<file path="src/rtl/eth_switch_pkg.sv">
// Shared switch constants and the transmit MAC state encoding.
// Also used by the receive MAC and the CRC helper.
package eth_switch_pkg;

  localparam logic [7:0]  PREAMBLE_BYTE = 8'h55;
  localparam logic [7:0]  SFD_BYTE      = 8'hD5;
  localparam logic [31:0] CRC32_POLY    = 32'h04C11DB7;
  localparam logic [31:0] CRC32_INIT    = 32'hFFFFFFFF;
  localparam int          PTR_LEN_MSB   = 11;

  typedef enum logic [2:0] {
    ST_IDLE    = 3'd0,
    ST_PTR_LAT = 3'd1,
    ST_PRE     = 3'd2,
    ST_SFD     = 3'd3,
    ST_DATA    = 3'd4,
    ST_PAD     = 3'd5,
    ST_FCS     = 3'd6,
    ST_IFG     = 3'd7
  } tx_state_e;

  // Bit-reversal turns the normal-form polynomial into the LSB-first form.
  function automatic logic [31:0] refl32(input logic [31:0] v);
    logic [31:0] r;
    for (int i = 0; i < 32; i++) r[i] = v[31-i];
    return r;
  endfunction

endpackage

</file>
<file path="src/rtl/crc32_d8.sv">
// Combinational one-byte step of the Ethernet CRC32 (reflected, LSB first).
// Shared by the transmit FCS generator and the receive checker.
module crc32_d8
  import eth_switch_pkg::*;
(
  input  logic [31:0] crc,
  input  logic [7:0]  data,
  output logic [31:0] crc_next
);

  localparam logic [31:0] POLY_R = refl32(CRC32_POLY);

  always_comb begin
    crc_next = crc;
    for (int i = 0; i < 8; i++)
      crc_next = (crc_next >> 1) ^ ((crc_next[0] ^ data[i]) ? POLY_R : 32'h0);
  end

endmodule

</file>
<file path="src/rtl/mac_tx_gmii.sv">
// Per-port GMII transmit MAC: descriptor pop, preamble/SFD, data, zero pad,
// CRC32 FCS and inter-frame gap.
module mac_tx_gmii
  import eth_switch_pkg::*;
#(
  parameter int MIN_LEN      = 60,
  parameter int IFG_CYCLES   = 12,
  parameter int PREAMBLE_LEN = 7
) (
  input  logic        clk,
  input  logic        rstn,
  input  logic        tx_enable,
  input  logic        ptr_fifo_empty,
  output logic        ptr_fifo_rd,
  input  logic [15:0] ptr_fifo_dout,
  output logic        data_fifo_rd,
  input  logic [7:0]  data_fifo_dout,
  output logic [7:0]  gmii_txd,
  output logic        gmii_tx_en,
  output logic        gmii_tx_er,
  output logic        tx_busy
);

  localparam logic [11:0] MIN_L    = 12'(MIN_LEN);
  localparam logic [11:0] PRE_LAST = 12'(PREAMBLE_LEN - 1);
  localparam logic [11:0] IFG_LAST = 12'(IFG_CYCLES - 1);
  localparam logic [11:0] FCS_LAST = 12'd3;

  tx_state_e   state, state_nxt;
  logic [11:0] len, cnt;
  logic        cnt_clr;
  logic [31:0] crc, crc_nxt, fcs;
  logic [7:0]  crc_din;
  logic        crc_en;
  logic        ptr_rd_raw, data_rd_raw;
  logic        unused_desc;

  assign unused_desc = ^ptr_fifo_dout[15:12];
  assign fcs         = ~crc;

  crc32_d8 u_crc (
    .crc      (crc),
    .data     (crc_din),
    .crc_next (crc_nxt)
  );

  always_ff @(posedge clk) begin
    if (!rstn) begin
      state <= ST_IDLE;
      cnt   <= '0;
      len   <= '0;
      crc   <= CRC32_INIT;
    end else begin
      state <= state_nxt;
      cnt   <= cnt_clr ? 12'd0 : cnt + 12'd1;
      if (state == ST_PTR_LAT) begin
        len <= ptr_fifo_dout[PTR_LEN_MSB:0];
        crc <= CRC32_INIT;
      end else if (crc_en) begin
        crc <= crc_nxt;
      end
    end
  end

  always_comb begin
    state_nxt   = state;
    cnt_clr     = 1'b0;
    ptr_rd_raw  = 1'b0;
    data_rd_raw = 1'b0;
    gmii_tx_en  = 1'b0;
    gmii_txd    = 8'h00;
    crc_din     = data_fifo_dout;
    crc_en      = 1'b0;
    case (state)
      ST_IDLE: begin
        cnt_clr = 1'b1;
        if (tx_enable && !ptr_fifo_empty) begin
          ptr_rd_raw = 1'b1;
          state_nxt  = ST_PTR_LAT;
        end
      end
      ST_PTR_LAT: begin
        cnt_clr   = 1'b1;
        state_nxt = (ptr_fifo_dout[PTR_LEN_MSB:0] == 12'd0) ? ST_IDLE : ST_PRE;
      end
      ST_PRE: begin
        gmii_tx_en = 1'b1;
        gmii_txd   = PREAMBLE_BYTE;
        if (cnt == PRE_LAST) begin
          cnt_clr   = 1'b1;
          state_nxt = ST_SFD;
        end
      end
      ST_SFD: begin
        gmii_tx_en  = 1'b1;
        gmii_txd    = SFD_BYTE;
        data_rd_raw = 1'b1;
        cnt_clr     = 1'b1;
        state_nxt   = ST_DATA;
      end
      ST_DATA: begin
        gmii_tx_en = 1'b1;
        gmii_txd   = data_fifo_dout;
        crc_en     = 1'b1;
        if (cnt == len - 12'd1) begin
          // Padding continues counting from len up to MIN_LEN.
          if (len < MIN_L) begin
            state_nxt = ST_PAD;
          end else begin
            cnt_clr   = 1'b1;
            state_nxt = ST_FCS;
          end
        end else begin
          data_rd_raw = 1'b1;
        end
      end
      ST_PAD: begin
        gmii_tx_en = 1'b1;
        crc_din    = 8'h00;
        crc_en     = 1'b1;
        if (cnt == MIN_L - 12'd1) begin
          cnt_clr   = 1'b1;
          state_nxt = ST_FCS;
        end
      end
      ST_FCS: begin
        gmii_tx_en = 1'b1;
        gmii_txd   = fcs[{cnt[1:0], 3'b000} +: 8];
        if (cnt == FCS_LAST) begin
          cnt_clr   = 1'b1;
          state_nxt = ST_IFG;
        end
      end
      ST_IFG: begin
        if (cnt == IFG_LAST) begin
          cnt_clr   = 1'b1;
          state_nxt = ST_IDLE;
        end
      end
      default: begin
        cnt_clr   = 1'b1;
        state_nxt = ST_IDLE;
      end
    endcase
  end

  assign ptr_fifo_rd  = rstn & ptr_rd_raw;
  assign data_fifo_rd = rstn & data_rd_raw;
  assign gmii_tx_er   = 1'b0;
  assign tx_busy      = (state != ST_IDLE);

endmodule

</file>
<file path="config.mk">
export PLATFORM = sky130hd
export DESIGN_NAME = mac_tx_gmii
export DESIGN_NICKNAME = d
export VERILOG_FILES = /design/src/rtl/eth_switch_pkg.sv /design/src/rtl/crc32_d8.sv /design/src/rtl/mac_tx_gmii.sv
export SDC_FILE = /design/constraint.sdc
export NUM_CORES = 1
export LEC_CHECK = 0
export CORE_MARGIN = 2
export CORE_UTILIZATION = 32
export CTS_CLUSTER_SIZE = 28
export DETAILED_ROUTE_END_ITERATION = 10
export PLACE_DENSITY = 0.62
export SYNTH_ARGS = -nofsm -noshare
export SYNTH_HDL_FRONTEND = slang
export SYNTH_SLANG_ARGS = --single-unit
</file>
<file path="constraint.sdc">
create_clock -name clk -period 3.2 [get_ports clk]
set_clock_uncertainty 0.2 [all_clocks]
set_input_delay 0.64 -clock clk [delete_from_list [all_inputs] [get_ports clk]]
set_output_delay 0.64 -clock clk [all_outputs]
set_load 0.03 [all_outputs]
</file>
After elaboration in Yosys (flattened, before gate mapping)
Cells that the tools add are included.
{ "totals": {"regBits": 59, "input_bits": 28, "output_inout_bits": 13, "elab_cells": 89} }
{ "op_classes": {"add_sub_neg": 2, "n_lt_le_gt_ge": 1, "n_eq_ne": 18, "n_shift": 1, "muxes": 32, "bitwise_logic": 20, "n_reduce_logical": 11} }
{ "ops": {"columns": ["operator", "count"], "rows": [
  ["$mux 32", 8],
  ["$xor 31x32->32", 8],
  ["$not 32->32", 1],
  ["$pmux 8 s4", 1],
  ["$shiftx 32x6->8", 1],
  ["$pmux 3 s8", 1],
  ["$mux 3", 6],
  ["$add 12x1->12 const B", 1],
  ["$eq 12x12->1", 1],
  ["$eq 12x2->1 const B", 1],
  ["$eq 12x3->1 const B", 1],
  ["$eq 12x4->1 const B", 1],
  ["$eq 12x6->1 const B", 1],
  ["$eq 3x3->1 const B", 4],
  ["$logic_not 12->1", 1],
  ["$lt 12x6->1 const B", 1],
  ["$ne 2x2->1 const B", 6],
  ["$sub 12x1->12 const B", 1],
  ["$mux 1", 11],
  ["$mux 8", 1],
  ["$xor 1x1->1", 8],
  ["$eq 3x2->1 const B", 2],
  ["$pmux 1 s6", 1],
  ["$reduce_and 6->1", 1],
  ["12 further kinds", 16]
]} }

Depth between registers and ports, before layout
{ "logic_depth": {"ltp_word": 26, "mapped_depth": 9, "depth_no_buf": 8} }

Hierarchy
A second synthesis with hierarchy kept.
{ "hier_totals": {"hier_cells": 482, "hier_area_um2": 4266.6} }
{ "by_module_without_submodules": {"columns": ["module", "instances", "cells_per_inst", "area_each_um2", "seq_area_each_um2"], "rows": [
  ["mac_tx_gmii", 1, 414, 3275.6, 1181.1],
  ["crc32_d8", 1, 68, 991.0, 0.0]
]} }

Worst setup path before layout
No wires, ideal clock.
{ "synth_path": {"path_type": "reg2out", "startpoint": "reg len[0]", "endpoint": "out data_fifo_rd", "t_arrival_ps": 2529, "required_time_ps": 2360, "slack_ps": -169, "stages_incl_launch_ff": 9, "path_buffers": 0, "path_cell_list": "dfxtp_1 > inv_1 > ha_1 > or4b_4 > or4_1 > a31oi_1 > a21oi_1 > or3_4 > a31o_1"} }
{ "synth_via": {"elab_chain_cells": 5} }
{ "synth_lines": {"columns": ["item", "line_no", "source"], "rows": [
  ["start: declaration", "mac_tx_gmii.sv:30", "logic [11:0] len, cnt;"],
  ["start signal: assignment", "mac_tx_gmii.sv:57", "len <= ptr_fifo_dout[PTR_LEN_MSB:0];"],
  ["$sub 12x1->12", "mac_tx_gmii.sv:105", "if (cnt == len - 12'd1) begin"],
  ["$eq 12x12->1", "mac_tx_gmii.sv:105", null],
  ["$mux 1", "mac_tx_gmii.sv:105", null],
  ["$pmux 1 s2", "mac_tx_gmii.sv:74", "case (state)"],
  ["$and 1x1->1", "mac_tx_gmii.sv:148", "assign data_fifo_rd = rstn & data_rd_raw;"],
  ["end: declaration", "mac_tx_gmii.sv:16", "output logic data_fifo_rd,"]
]} }
Every way passes these cells.

Final worst setup path
{ "layout_path": {"startpoint": "reg len[1]", "endpoint": "out data_fifo_rd"} }
The elaborated chain is that of the path after synthesis.

==> results.cfg <==
[critical_path]
worstPathRequired_ns = 2.36
end_kind = output port
startpoint_type = flop
cp.arrival_ns = 2.67
path_class = reg2out
crit_fanout = 3
reg2reg_from = state[1]
worstSetupStartpoint = len[1]

[power]
p_per_area_nw_per_um2 = 737
p_clk_frac = 0.283
power_leakage_nw = 2.09
peakVddDrop_mv = 0.342
internal-power_mw = 2.47
switching_share = 0.371
p_comb_frac = 0.482
p_switching_mw = 1.46
seqPwrFrac = 0.236

[global_route]
antenna_found_initial = 0
grt_overflow = 0
grt_pass1_vias = 3738
grt_pass1_wl_mm = 18.8
grt_start_max_net_pins = 27
grt_usage = 0.169

[detailed_routing]
remaining_drc_errors = 0
wl_mm = 11.5
drtPass1Iterations = 4
wl_met3_um = 496
drtIter0Drc = 289
vias = 3791
wl_per_cell_um = 15.4
routed.top_layer = met4
wl_met1_mm = 5.03
ant_nets = 0
avgViaCountPerCell = 5.11
wl_met2_mm = 5.71

[floorplanning]
dieArea_sq_um = 13900
rows = 41
die_w_um = 118
core_sq_um = 12600
start_util = 0.328
fp.dieH_um = 118
ios = 41

[logic_synthesis]
synthXorXnorAreaFrac = 0.231
yosys.area_share.simple = 0.232
synth-seq-cells = 59
syn-cell-area_sq_um = 4140
syn_nets = 535
yosys_warnings = 0
synthDistinctLibCells = 59
synth_fa_ha_area_frac = 0.00907
synth-seq-area-share = 0.286
synth_compound_area_frac = 0.149
syn_avg_cell_area_sq_um = 8.21
synthArstFlopShare = 0
ys.flop_type = dfxtp_1
synth_edf_count = 0
synth_top_family_by_area = simple AND/OR/NAND/NOR gates
synthMuxAreaShare = 0.0484
syn_inst = 504

[placement]
gp_congestion = 0.896
dp_hpwl_mm = 8.64
portBuffers = 35
place_inst = 725

[outcome]
violations = negative setup slack
status = finished with violations

[finish]
diodes = 0
area_growth_syn_to_layout_pct = 28.7
final_layout_size_suffix_gt1_frac = 0.181
nets = 596
final_cells = 742
filler_cell_count = 1290

[clock_network]
hold_buffers = 0
clkSinkCount = 59
clkSlewWorstSetupHoldPaths_ns = 0.05
cts_buffers = 9
cts.path.max_buffers = 2
clkLatencyLatePin_ns = 0.34
h-tree-depth = 3
cts_root_buf = clkbuf_16
cts_tree = yes

[sta]
fin_crit_ns = 3.51
slew_violations = 0
grt_setup_unrepaired = yes
fin_crit_sh = 1.10
layout_setup_ws_ns = -0.314
worst_pin_slew_ns = 0.625
slew_headroom = 0.582
finalSetupTns_ns = -0.314
report.final.setup_viol = 1
fmax_mhz = 285
hold_violations = 0

[worst_hold_path]
min-delay-start = len[1]
hp-class = reg2reg

[flow_run]
cap_violations = 0
timing repair:
| item | 4_1_cts | 5_1_grt |
|---|---|---|
| buffers inserted | 1 | 0 |
| setup endpoints to repair | 1 | 1 |
| hold endpoints to repair | 0 | 0 |
| pin swaps | 4 | 3 |
| cloned | 0 | 0 |
| gates resized for setup | 10 | 1 |
area by class of cell:
cell class | instances | area [sq um] | area share
inverters | 8 | 30.0 | 0.00564
repair buffers | 87 | 734 | 0.138
clock inverters | 3 | 67.6 | 0.0127
well taps | 172 | 215 | 0.0404
clock buffers | 13 | 280 | 0.0526
multi-input cells | 400 | 2810 | 0.528
flip-flops and latches | 59 | 1180 | 0.222
final timing paths:
| path | slack (ns) | to | cells past startpoint |
|---|---|---|---|
| hold / removal | 0.26 | len[1] | 2 |
| setup reg to reg | 0.40 | crc[22] | 7 |
| setup / recovery | -0.31 | data_fifo_rd | 9 |
| hold reg to reg | 0.26 | len[1] | 2 |
per-stage QoR:
step           setup slack, ns   util  hold WS [ns]  power [mW]  cell area (sq um)
2_1_floorplan          0.00543      -         0.257        2.17               4160
4_1_cts                 -0.357  0.421         0.269        3.95               5320
6_report                -0.314  0.422         0.264        3.93               5320
5_1_grt                 -0.396  0.422         0.286        4.17               5320
3_5_place_dp            -0.515  0.392         0.275        2.79               4950
3_3_place_gp            -0.490  0.392         0.271        2.75               4950
power by group through the flow:
stage / Clock (mW) / Sequential (mW) / Combinational, mW
finish: 1.11 / 0.926 / 1.89
global placement: 0 / 0.933 / 1.81
detailed placement: 0 / 0.938 / 1.85
CTS: 1.13 / 0.925 / 1.89
global route: 1.16 / 0.937 / 2.07
floorplan: 0 / 0.900 / 1.27
Yosys cell counts, types with 3 or more instances:
| cell | number | area share |
|---|---|---|
| ha_1 | 3 | 0.0091 |
| nor2_1 | 32 | 0.029 |
| nand2b_1 | 9 | 0.014 |
| nand3_1 | 10 | 0.012 |
| nor3_1 | 33 | 0.040 |
| xnor3_1 | 6 | 0.033 |
| a21oi_1 | 35 | 0.042 |
| clkbuf_1 | 32 | 0.029 |
| xor2_1 | 41 | 0.087 |
| nor4_1 | 4 | 0.0060 |
| or3_1 | 4 | 0.0060 |
| inv_1 | 8 | 0.0073 |
| o221a_2 | 3 | 0.0082 |
| a21o_1 | 4 | 0.0073 |
| nand2_1 | 66 | 0.060 |
| o211ai_1 | 15 | 0.027 |
| xnor2_1 | 48 | 0.10 |
| o21ai_0 | 18 | 0.022 |
| mux4_2 | 8 | 0.044 |
| dfxtp_1 | 59 | 0.29 |
| nor2b_1 | 6 | 0.0091 |
| a211oi_1 | 5 | 0.0091 |
| and3_1 | 5 | 0.0076 |
| nand4_1 | 5 | 0.0076 |
placed cells by master (no fill, tap or decap), drive strengths merged, types with 3 or more instances in the layout:
| cell type | instances |
|---|---|
| o211ai | 15 |
| or3 | 5 |
| xnor3 | 6 |
| ha | 3 |
| clkdlybuf4s50 | 26 |
| nand2 | 66 |
| nand3 | 10 |
| xor2 | 41 |
| a21o | 4 |
| nor2b | 6 |
| o221a | 3 |
| dfxtp | 59 |
| and3 | 5 |
| o21ai | 18 |
| mux4 | 8 |
| clkbuf | 13 |
| inv | 8 |
| nand4 | 5 |
| nor3 | 33 |
| a21oi | 35 |
| nor4 | 5 |
| nor2 | 32 |
| buf | 61 |
| nand2b | 9 |
| a211oi | 5 |
| xnor2 | 49 |
registers in the layout, summed over array words and instances (netlist names):
register / cells
len: 12
cnt: 12
state: 3
crc: 32
layer usage:
layer  up-vias  track usage
met4         0       0.0633
met2        81        0.286
met5         -            0
met1      1808        0.207
li1       1883            -
met3        19       0.0412
kinds of logic (layout without fill, tap and decap cells):
kind of cell	after synthesis	in the layout
compound gates	95	95
flops	59	59
mux	10	10
other cells	1	1
buf+inv	45	111
fa+ha+maj	3	3
xor+xnor	97	97
simple gates	194	194
critical path, stage by stage, from the launching register on:
cell,delay (ns)
dfxtp_2,0.32
inv_2,0.06
ha_4,0.12
or4b_4,0.46
or4_1,0.41
a31oi_1,0.14
a21oi_1,0.10
or3_4,0.38
a31o_4,0.22
buf_6,0.13
No activity file was read; power rests on OpenSTA's default activity.
